$ cat src/rtl/sort_pkg.sv
// Shared constants and FSM encoding for the serial sort datapath.
// No logic; imported by the collector and its interface users.
package sort_pkg;

  localparam int DEPTH = 10;
  localparam int PTR_W = (DEPTH > 1) ? $clog2(DEPTH) : 1;

  typedef enum logic [1:0] {
    IDLE    = 2'd0,
    CAPTURE = 2'd1,
    HOLD    = 2'd2
  } state_t;

endpackage

$ cat src/rtl/sort_collector_if.sv
// Sorter-output / consumer-read bundle for sort_collector.
// master drives the sorter words and read requests; slave is the collector.
interface sort_collector_if #(
  parameter int WIDTH = 32
);

  logic signed [WIDTH-1:0] data_serial_i;
  logic                    data_valid_i;
  logic                    clear_i;
  logic                    rd_en_i;
  logic signed [WIDTH-1:0] data_o;
  logic                    rd_valid_o;
  logic                    frame_ready_o;
  logic                    sorted_ok_o;
  logic                    order_err_o;
  logic                    overflow_o;
  logic                    busy_o;

  modport master (
    output data_serial_i, data_valid_i, clear_i, rd_en_i,
    input  data_o, rd_valid_o, frame_ready_o, sorted_ok_o, order_err_o, overflow_o, busy_o
  );

  modport slave (
    input  data_serial_i, data_valid_i, clear_i, rd_en_i,
    output data_o, rd_valid_o, frame_ready_o, sorted_ok_o, order_err_o, overflow_o, busy_o
  );

endinterface

$ cat src/rtl/sort_collector_comparator.sv
// Signed magnitude comparator, purely combinational (zero latency).
// No handshake; result follows its inputs.
module comparator #(
  parameter int WIDTH = 32
) (
  input  logic signed [WIDTH-1:0] a,
  input  logic signed [WIDTH-1:0] b,
  output logic                    lt,
  output logic                    gt
);

  assign lt = (a < b);
  assign gt = (a > b);

endmodule

$ cat src/rtl/sort_collector.sv
// Captures one DEPTH-word frame from the sorter, order-checks it, replays it on request.
// Read latency 1 cycle; no backpressure upstream, words arriving during HOLD are dropped and flagged.
module sort_collector
  import sort_pkg::*;
#(
  parameter int WIDTH     = 32,
  parameter int DEPTH     = sort_pkg::DEPTH,
  parameter int ASCENDING = 1
) (
  input  logic            clk,
  input  logic            rst,
  sort_collector_if.slave bus
);

  localparam int PW = (DEPTH > 1) ? $clog2(DEPTH) : 1;
  localparam logic [PW-1:0] LAST = PW'(DEPTH - 1);

  logic signed [WIDTH-1:0] mem [DEPTH];
  state_t                  state;
  logic [PW-1:0]           wr_ptr;
  logic [PW-1:0]           rd_ptr;
  logic signed [WIDTH-1:0] prev;
  logic signed [WIDTH-1:0] data_q;
  logic                    rd_valid_q;
  logic                    frame_ready_q;
  logic                    sorted_ok_q;
  logic                    order_err_q;
  logic                    overflow_q;
  logic                    busy_q;

  logic lt;
  logic gt;
  logic viol;
  logic accept;

  comparator #(.WIDTH(WIDTH)) u_cmp (
    .a  (bus.data_serial_i),
    .b  (prev),
    .lt (lt),
    .gt (gt)
  );

  // The first word of a frame (taken in IDLE) has no predecessor to check against.
  assign viol   = (state == CAPTURE) && ((ASCENDING != 0) ? lt : gt);
  assign accept = bus.data_valid_i && !bus.clear_i && (state != HOLD);

  always_ff @(posedge clk) begin
    if (accept) begin
      mem[wr_ptr] <= bus.data_serial_i;
    end
  end

  always_ff @(posedge clk or negedge rst) begin
    if (!rst) begin
      state         <= IDLE;
      wr_ptr        <= '0;
      rd_ptr        <= '0;
      prev          <= '0;
      data_q        <= '0;
      rd_valid_q    <= 1'b0;
      frame_ready_q <= 1'b0;
      sorted_ok_q   <= 1'b0;
      order_err_q   <= 1'b0;
      overflow_q    <= 1'b0;
      busy_q        <= 1'b0;
    end else begin
      rd_valid_q <= 1'b0;
      if (bus.clear_i) begin
        state         <= IDLE;
        wr_ptr        <= '0;
        rd_ptr        <= '0;
        frame_ready_q <= 1'b0;
        sorted_ok_q   <= 1'b0;
        order_err_q   <= 1'b0;
        overflow_q    <= 1'b0;
        busy_q        <= 1'b0;
      end else begin
        case (state)
          IDLE, CAPTURE: begin
            if (bus.data_valid_i) begin
              prev <= bus.data_serial_i;
              if (viol) begin
                order_err_q <= 1'b1;
              end
              if (wr_ptr == LAST) begin
                state         <= HOLD;
                wr_ptr        <= '0;
                rd_ptr        <= '0;
                frame_ready_q <= 1'b1;
                sorted_ok_q   <= !(order_err_q || viol);
                busy_q        <= 1'b0;
              end else begin
                state  <= CAPTURE;
                wr_ptr <= wr_ptr + PW'(1);
                busy_q <= 1'b1;
              end
            end
          end
          HOLD: begin
            if (bus.data_valid_i) begin
              overflow_q <= 1'b1;
            end
            if (bus.rd_en_i) begin
              data_q     <= mem[rd_ptr];
              rd_valid_q <= 1'b1;
              if (rd_ptr == LAST) begin
                state         <= IDLE;
                rd_ptr        <= '0;
                frame_ready_q <= 1'b0;
                sorted_ok_q   <= 1'b0;
                order_err_q   <= 1'b0;
              end else begin
                rd_ptr <= rd_ptr + PW'(1);
              end
            end
          end
          default: begin
            state <= IDLE;
          end
        endcase
      end
    end
  end

  assign bus.data_o        = data_q;
  assign bus.rd_valid_o    = rd_valid_q;
  assign bus.frame_ready_o = frame_ready_q;
  assign bus.sorted_ok_o   = sorted_ok_q;
  assign bus.order_err_o   = order_err_q;
  assign bus.overflow_o    = overflow_q;
  assign bus.busy_o        = busy_q;

endmodule
$ cat src/flat_wrapper.sv
// flat-port wrapper written by rule: the top's interface ports become plain ports
module sort_collector_flat import sort_pkg::*;
#(
  parameter int WIDTH     = 32,
  parameter int DEPTH     = sort_pkg::DEPTH,
  parameter int ASCENDING = 1
)
  (clk, rst, bus_data_serial_i, bus_data_valid_i, bus_clear_i, bus_rd_en_i, bus_data_o, bus_rd_valid_o, bus_frame_ready_o, bus_sorted_ok_o, bus_order_err_o, bus_overflow_o, bus_busy_o);
  sort_collector_if #(.WIDTH(WIDTH)) bus_i ();
  input  logic clk;
  input  logic rst;
  input wire logic [$bits(bus_i.data_serial_i)-1:0] bus_data_serial_i;
  input wire logic [$bits(bus_i.data_valid_i)-1:0] bus_data_valid_i;
  input wire logic [$bits(bus_i.clear_i)-1:0] bus_clear_i;
  input wire logic [$bits(bus_i.rd_en_i)-1:0] bus_rd_en_i;
  output wire logic [$bits(bus_i.data_o)-1:0] bus_data_o;
  output wire logic [$bits(bus_i.rd_valid_o)-1:0] bus_rd_valid_o;
  output wire logic [$bits(bus_i.frame_ready_o)-1:0] bus_frame_ready_o;
  output wire logic [$bits(bus_i.sorted_ok_o)-1:0] bus_sorted_ok_o;
  output wire logic [$bits(bus_i.order_err_o)-1:0] bus_order_err_o;
  output wire logic [$bits(bus_i.overflow_o)-1:0] bus_overflow_o;
  output wire logic [$bits(bus_i.busy_o)-1:0] bus_busy_o;
  assign bus_i.data_serial_i = bus_data_serial_i;
  assign bus_i.data_valid_i = bus_data_valid_i;
  assign bus_i.clear_i = bus_clear_i;
  assign bus_i.rd_en_i = bus_rd_en_i;
  assign bus_data_o = bus_i.data_o;
  assign bus_rd_valid_o = bus_i.rd_valid_o;
  assign bus_frame_ready_o = bus_i.frame_ready_o;
  assign bus_sorted_ok_o = bus_i.sorted_ok_o;
  assign bus_order_err_o = bus_i.order_err_o;
  assign bus_overflow_o = bus_i.overflow_o;
  assign bus_busy_o = bus_i.busy_o;
  sort_collector #(.WIDTH(WIDTH), .DEPTH(DEPTH), .ASCENDING(ASCENDING)) u_core (.clk(clk), .rst(rst), .bus(bus_i));
endmodule
$ cat config.mk
export PLATFORM = sky130hd
export DESIGN_NAME = sort_collector_flat
export DESIGN_NICKNAME = d
export VERILOG_FILES = /design/src/rtl/sort_pkg.sv /design/src/rtl/sort_collector_if.sv /design/src/rtl/sort_collector_comparator.sv /design/src/rtl/sort_collector.sv /design/src/flat_wrapper.sv
export SDC_FILE = /design/constraint.sdc
export NUM_CORES = 1
export LEC_CHECK = 0
export CORE_ASPECT_RATIO = 1.2
export CORE_MARGIN = 2
export CORE_UTILIZATION = 37
export DETAILED_ROUTE_END_ITERATION = 8
export GPL_ROUTABILITY_DRIVEN = 0
export PLACE_DENSITY = 0.58
export SKIP_LAST_GASP = 1
export SYNTH_ARGS = -nofsm -noshare
export SYNTH_HDL_FRONTEND = slang
export SYNTH_SLANG_ARGS = --single-unit
$ cat constraint.sdc
create_clock -name clk -period 12.1 [get_ports clk]
set_input_delay 2.42 -clock clk [delete_from_list [all_inputs] [get_ports clk]]
set_output_delay 2.42 -clock clk [all_outputs]
set_load 0.01 [all_outputs]
==> results of run 1 <==
flip-flops by register name (all words and copies together) (netlist names):
signal	count
u_core.bus.overflow_o	1
u_core.mem	320
u_core.bus.rd_valid_o	1
u_core.bus.sorted_ok_o	1
u_core.state	2
u_core.bus.order_err_o	1
u_core.bus.frame_ready_o	1
u_core.bus.busy_o	1
u_core.wr_ptr	4
u_core.rd_ptr	4
u_core.prev	32
u_core.bus.data_o	32
layout make-up:
class,count,share of cell area [%]
clock inverter,19,0.613
clock buffer,59,6.42
timing repair buffer,94,4.68
sequential,400,61.2
tap,559,3.68
inverter,35,0.692
multi-input combinational,488,22.8
worst min-delay path, stage by stage (launching register included):
cell	delay [ns]
dfrtp_1	0.34
nand2_1	0.05
o21ai_1	0.06
power by group through the flow:
stage	Clock, mW	Combinational (mW)	Sequential, mW
after global placement	0	0.551	1.68
after global routing	1.32	0.612	1.67
after detailed placement	0	0.556	1.69
final	1.23	0.547	1.66
after floorplan	0	0.314	1.69
after CTS	1.27	0.559	1.66
cell usage in the layout (no fill, tap or decap), types with 10 or more instances in the layout:
cell type and n:
edfxtp_1 320, nand2_1 124, dfrtp_1 76, clkdlybuf4s50_1 73, o21ai_1 65, o21ai_0 51
clkbuf_16 45, mux4_1 37, inv_1 35, mux2_2 34, mux2i_1 33, ha_1 33
mux4_2 27, buf_4 21, a21oi_1 18, nor2_1 11, clkinv_2 11, clkbuf_1 10
worst max path at each step:
| stage | start | end | slack (ns) | cells past startpoint |
|---|---|---|---|---|
| 2_1_floorplan | bus_clear_i | u_core.mem[8][0] | 5.69 | 4 |
| 3_3_place_gp | bus_clear_i | u_core.mem[2][8] | 7.00 | 6 |
| 3_5_place_dp | bus_clear_i | u_core.mem[2][7] | 6.97 | 6 |
| 4_1_cts | bus_clear_i | u_core.mem[2][6] | 7.52 | 6 |
| 5_1_grt | bus_clear_i | u_core.mem[2][19] | 7.37 | 6 |
| 6_report | bus_clear_i | u_core.mem[2][7] | 7.52 | 6 |
metrics by stage:
step / cells / power, mW / worst slack [ns] / hold WS, ns
after detailed placement: 1576 / 2.24 / 6.97 / 0.475
after global routing: 1654 / 3.60 / 7.37 / 0.512
final: 1654 / 3.44 / 7.52 / 0.481
after global placement: 1576 / 2.23 / 7.00 / 0.465
after floorplan: 971 / 2.01 / 5.69 / 0.472
after CTS: 1654 / 3.48 / 7.52 / 0.489
metal layers:
layer | GRT usage, % | vias to the layer above
li1 | - | 3920
met1 | 19.1 | 4148
met2 | 26.6 | 134
met3 | 2.35 | 47
met4 | 4.13 | 2
met5 | 0 | -
cell families after synthesis:
group	after synthesis	share of synthesized area (%)
buffers and inverters	83	2.40
AOI/OAI and AO/OA	150	4.93
and+or+nand+nor	172	4.49
adders and majority gates	33	2.54
DFF	400	71.4
xor gates and xnor gates	2	0.108
muxes	131	14.1
==> impl_metrics.yaml, run 1 <==
setup_path:
  rr_startpoint: "u_core.rd_ptr[0]"
  endpoint_kind: "flip-flop"
  worstPathMaxFanout: 17
  r2r_end: "u_core.bus.data_o[31]"
  reg2reg_slack_ns: 9.34
  crit_type: "in -> reg"
  cp_slowest_cell: "clkdlybuf4s50_1"
  cp.arrival_ns: 4.79
  r2r_cells: 5
  crit_family: "simple AND/OR/NAND/NOR gates"
  cp.buffers_inverters: 2
  required_ns: 12.31
  max_stage_delay_ns: 0.60
  crit_path_start_kind: "input pin"
  path_cells: "clkdlybuf4s50_1 -> nor2_1 -> nand2_1 -> or3_1 -> nor2_4 -> buf_4"
clock_tree:
  ctsHoldBuffers: 0
  clk_pin_slew_ns: 0.06
  clock-sinks: 400
  clk_path_buf_depth: 3
  cts_buffers: 42
  ctsResizeCount: 0
  insertion_delay_ns: 0.54
  htree_levels: 2
  cts_tree: "done"
  cts_root_buf: "clkbuf_16"
  post_cts_buffers: 0
timing:
  finClkSkew_ns: 0.0156
  setup_viol: 0
  setup_tns_ns: 0
  drv_slew: 0
  max_freq_mhz: 218
  rsz0062_at_grt: "no"
  hold_viol: 0
  worst_slew_pin_slew_ns: 1.11
  period_needed_ns: 4.58
  finalCritPeriodShare_pct: 37.8
  slew_headroom_pct: 26.0
routing:
  dr.first_iter.drc_count: 445
  vias_per_cell: 4.99
  route.met3.wl_um: 1210
  num_vias: 8251
  dr.pass1.iters: 5
  wirelength_um: 33300
  wl_met1_um: 14600
  remaining_drc_errors: 0
  wl_per_cell_um: 20.2
  final_antenna_net_count: 0
  wl_met2_um: 16900
  top_layer: "met5"
job:
  maxCapViolCount: 0
synthesis:
  ys_seq_area_share_pct: 71.4
  ys_warn_count: 0
  synth_top_area_share_pct: 59.1
  synthFlopType: "edfxtp_1"
  syn_nets: 1041
  synth_common_cells: "edfxtp_1 (320), nand2_1 (125), dfrtp_1 (80)"
  synthArstFlopShare_pct: 20.0
  synth_edf_count: 320
  synthesis.area_um2: 16300
  synth-seq-cells: 400
  synth.most_common_cell: "edfxtp_1"
  synth_largest_area_cell: "edfxtp_1"
  netlist_instances: 971
  syn_avg_cell_area_um2: 16.7
  netlist_top_cells_area: "edfxtp_1 (59%), dfrtp_1 (12%), mux4_1 (6.0%), mux4_2 (3.7%), nand2_1 (2.9%)"
  yosysUniqueCellTypes: 42
pwr:
  power.density_nw_per_um2: 181
  internal_power_mw: 2.60
  swShare_pct: 24.4
  p_seq_share_pct: 48.2
  p_sw_uw: 837
  power_frac_comb_pct: 15.9
  p_clk_share_pct: 35.9
  vdd_drop_max_v: 0.000114
  leakagePower_nw: 6.49
final_layout:
  seq_area_um2: 11600
  layout-drive-gt1-share_pct: 14.9
  area_growth_pct: 16.9
  fillers: 3832
  multi_input_area_um2: 4320
  n_antenna_cell: 0
  utilization_pct: 43.6
  fin_area_um2: 19000
  final_net_count: 1131
worst_hold_path:
  min_to: "u_core.bus.data_o[7]"
  hp-start: "u_core.bus.data_o[7]"
  hold_path.class: "reg -> reg"
  holdPathStages: 2
die:
  ioPinCount: 75
  initial_core_util_pct: 37.3
  core-area_um2: 43600
  die_w_um: 195
  rows: 84
  die-height_um: 234
  fp.dieArea_um2: 45600
global_routing:
  grt_max_degree: 67
  grt.total_usage_pct: 15.0
  grt_pass1_wl_um: 51300
  globalRouteOverflowTotal: 0
  grt_antenna_before_repair: 1
  grt_pass1_vias: 8540
placed_design:
  dp_hpwl_um: 20100
  io_buffers: 74
  place_area_um2: 17700
status:
  status: "completed"
(Power assumes the default switching activity.)
==> inputs of run 2 (changes only) <==
==> constraint.sdc (replaced) <==
create_clock -name clk -period 4.4 [get_ports clk]
set_input_delay 0.88 -clock clk [delete_from_list [all_inputs] [get_ports clk]]
set_output_delay 0.88 -clock clk [all_outputs]
set_load 0.01 [all_outputs]
==> impl_metrics.yaml, run 2 (synthesis results as in run 1) <==
status:
  status: "completed"
timing:
  hold_viol: 0
  worst_slew_pin_slew_ns: 1.11
  setup_viol: 0
  setup_tns_ns: 0
  finalCritPeriodShare_pct: 67.2
  drv_slew: 0
  layout_setup_ws_ns: 1.44
  max_freq_mhz: 338
  period_needed_ns: 2.96
  finClkSkew_ns: 0.0128
  rsz0062_at_grt: "no"
  slew_headroom_pct: 25.9
pwr:
  vdd_drop_max_v: 0.000247
  power.density_nw_per_um2: 486
  leakagePower_nw: 6.54
worst_hold_path:
  holdPathStages: 2
  hold_path.class: "reg -> reg"
global_routing:
  grt_antenna_before_repair: 2
  grt_pass1_vias: 8734
  grt.total_usage_pct: 15.1
  grt_max_degree: 67
  grt_pass1_wl_um: 52000
  globalRouteOverflowTotal: 0
clock_tree:
  ctsHoldBuffers: 0
  cts_buffers: 39
  ctsResizeCount: 0
  htree_levels: 2
  cts_tree: "done"
  insertion_delay_ns: 0.53
  post_cts_buffers: 0
  clk_pin_slew_ns: 0.06
  cts_root_buf: "clkbuf_16"
  clock-sinks: 400
  clk_path_buf_depth: 3
die:
  die_w_um: 195
  ioPinCount: 75
  fp.dieArea_um2: 45600
  die-height_um: 234
  core-area_um2: 43600
  rows: 84
  initial_core_util_pct: 37.3
final_layout:
  layout-drive-gt1-share_pct: 15.6
  fin_area_um2: 19100
  largest_register: "u_core.mem"
  layout_commonest_cell: "edfxtp_1"
  final_net_count: 1147
  layout_common_cells: "edfxtp_1 (320), nand2_1 (124), dfrtp_1 (76), clkdlybuf4s50_1 (73), o21ai_1 (65)"
  area_growth_pct: 17.6
  largest_reg_flops: 320
job:
  maxCapViolCount: 0
routing:
  wirelength_um: 33100
  vias_per_cell: 5.04
  final_antenna_net_count: 0
  wl_per_cell_um: 19.9
  dr.pass1.iters: 5
  remaining_drc_errors: 0
  num_vias: 8408
  dr.first_iter.drc_count: 577
placed_design:
  dp_hpwl_um: 20200
  io_buffers: 74
  place_area_um2: 17900
  post-place-ws_ns: 0.859
setup_path:
  required_ns: 4.63
  crit_type: "in -> reg"
  cp.arrival_ns: 3.19
  r2r_cells: 6
  worstPathMaxFanout: 18
  endpoint_kind: "flip-flop"
  crit_path_start_kind: "input pin"
-- run 2: worst paths after layout --
kind                                       from                    end  slack (ns)
max reg2reg                    u_core.rd_ptr[0]  u_core.bus.data_o[13]        1.82
max in group asynchronous                   rst   u_core.bus.data_o[4]        3.10
max                                 bus_clear_i      u_core.mem[3][11]        1.44
min in group asynchronous                   rst  u_core.bus.data_o[22]        0.49
min                        u_core.bus.data_o[7]   u_core.bus.data_o[7]        0.48
min reg2reg                u_core.bus.data_o[7]   u_core.bus.data_o[7]        0.48
-- run 2: metrics by stage --
stage | std cells | hold slack [ns] | utilization (%) | total power [mW]
2_1_floorplan | 971 | 0.472 | - | 5.52
3_3_place_gp | 1595 | 0.471 | 41.0 | 6.17
3_5_place_dp | 1595 | 0.476 | 41.0 | 6.19
4_1_cts | 1666 | 0.489 | 43.8 | 9.43
5_1_grt | 1666 | 0.517 | 43.8 | 9.76
6_report | 1667 | 0.484 | 43.8 | 9.29
-- run 2: per-layer routing --
| metal | up-vias | global-route usage (%) | share of wire [%] |
|---|---|---|---|
| met3 | 50 | 2.28 | 3.3 |
| met4 | 2 | 4.37 | 2.1 |
| met1 | 4289 | 19.7 | 45 |
| met5 | - | 0 | 0.039 |
| met2 | 119 | 26.1 | 50 |
| li1 | 3948 | - | - |
-- run 2: final cells by class --
class | count | area, um^2
inverters | 35 | 131
multi-input cells | 488 | 4330
well taps | 559 | 699
flip-flops and latches | 400 | 11600
repair buffers | 113 | 1110
clock buffers | 60 | 1160
diodes | 1 | 2.50
fillers | 3813 | 24500
clock inverters | 11 | 73.8
-- run 2: where the power goes --
| part | internal [mW] | switching (mW) | total [mW] |
|---|---|---|---|
| Sequential | 4.39 | 0.181 | 4.57 |
| Combinational | 0.792 | 0.724 | 1.52 |
| Clock | 1.87 | 1.34 | 3.21 |
| Total | 7.05 | 2.25 | 9.29 |
-- run 2: critical path, stage by stage --
cell             delay, ns
clkdlybuf4s50_1       0.68
nor2_1                0.20
nand2_1               0.15
or3_1                 0.49
nor2_4                0.51
buf_12                0.24
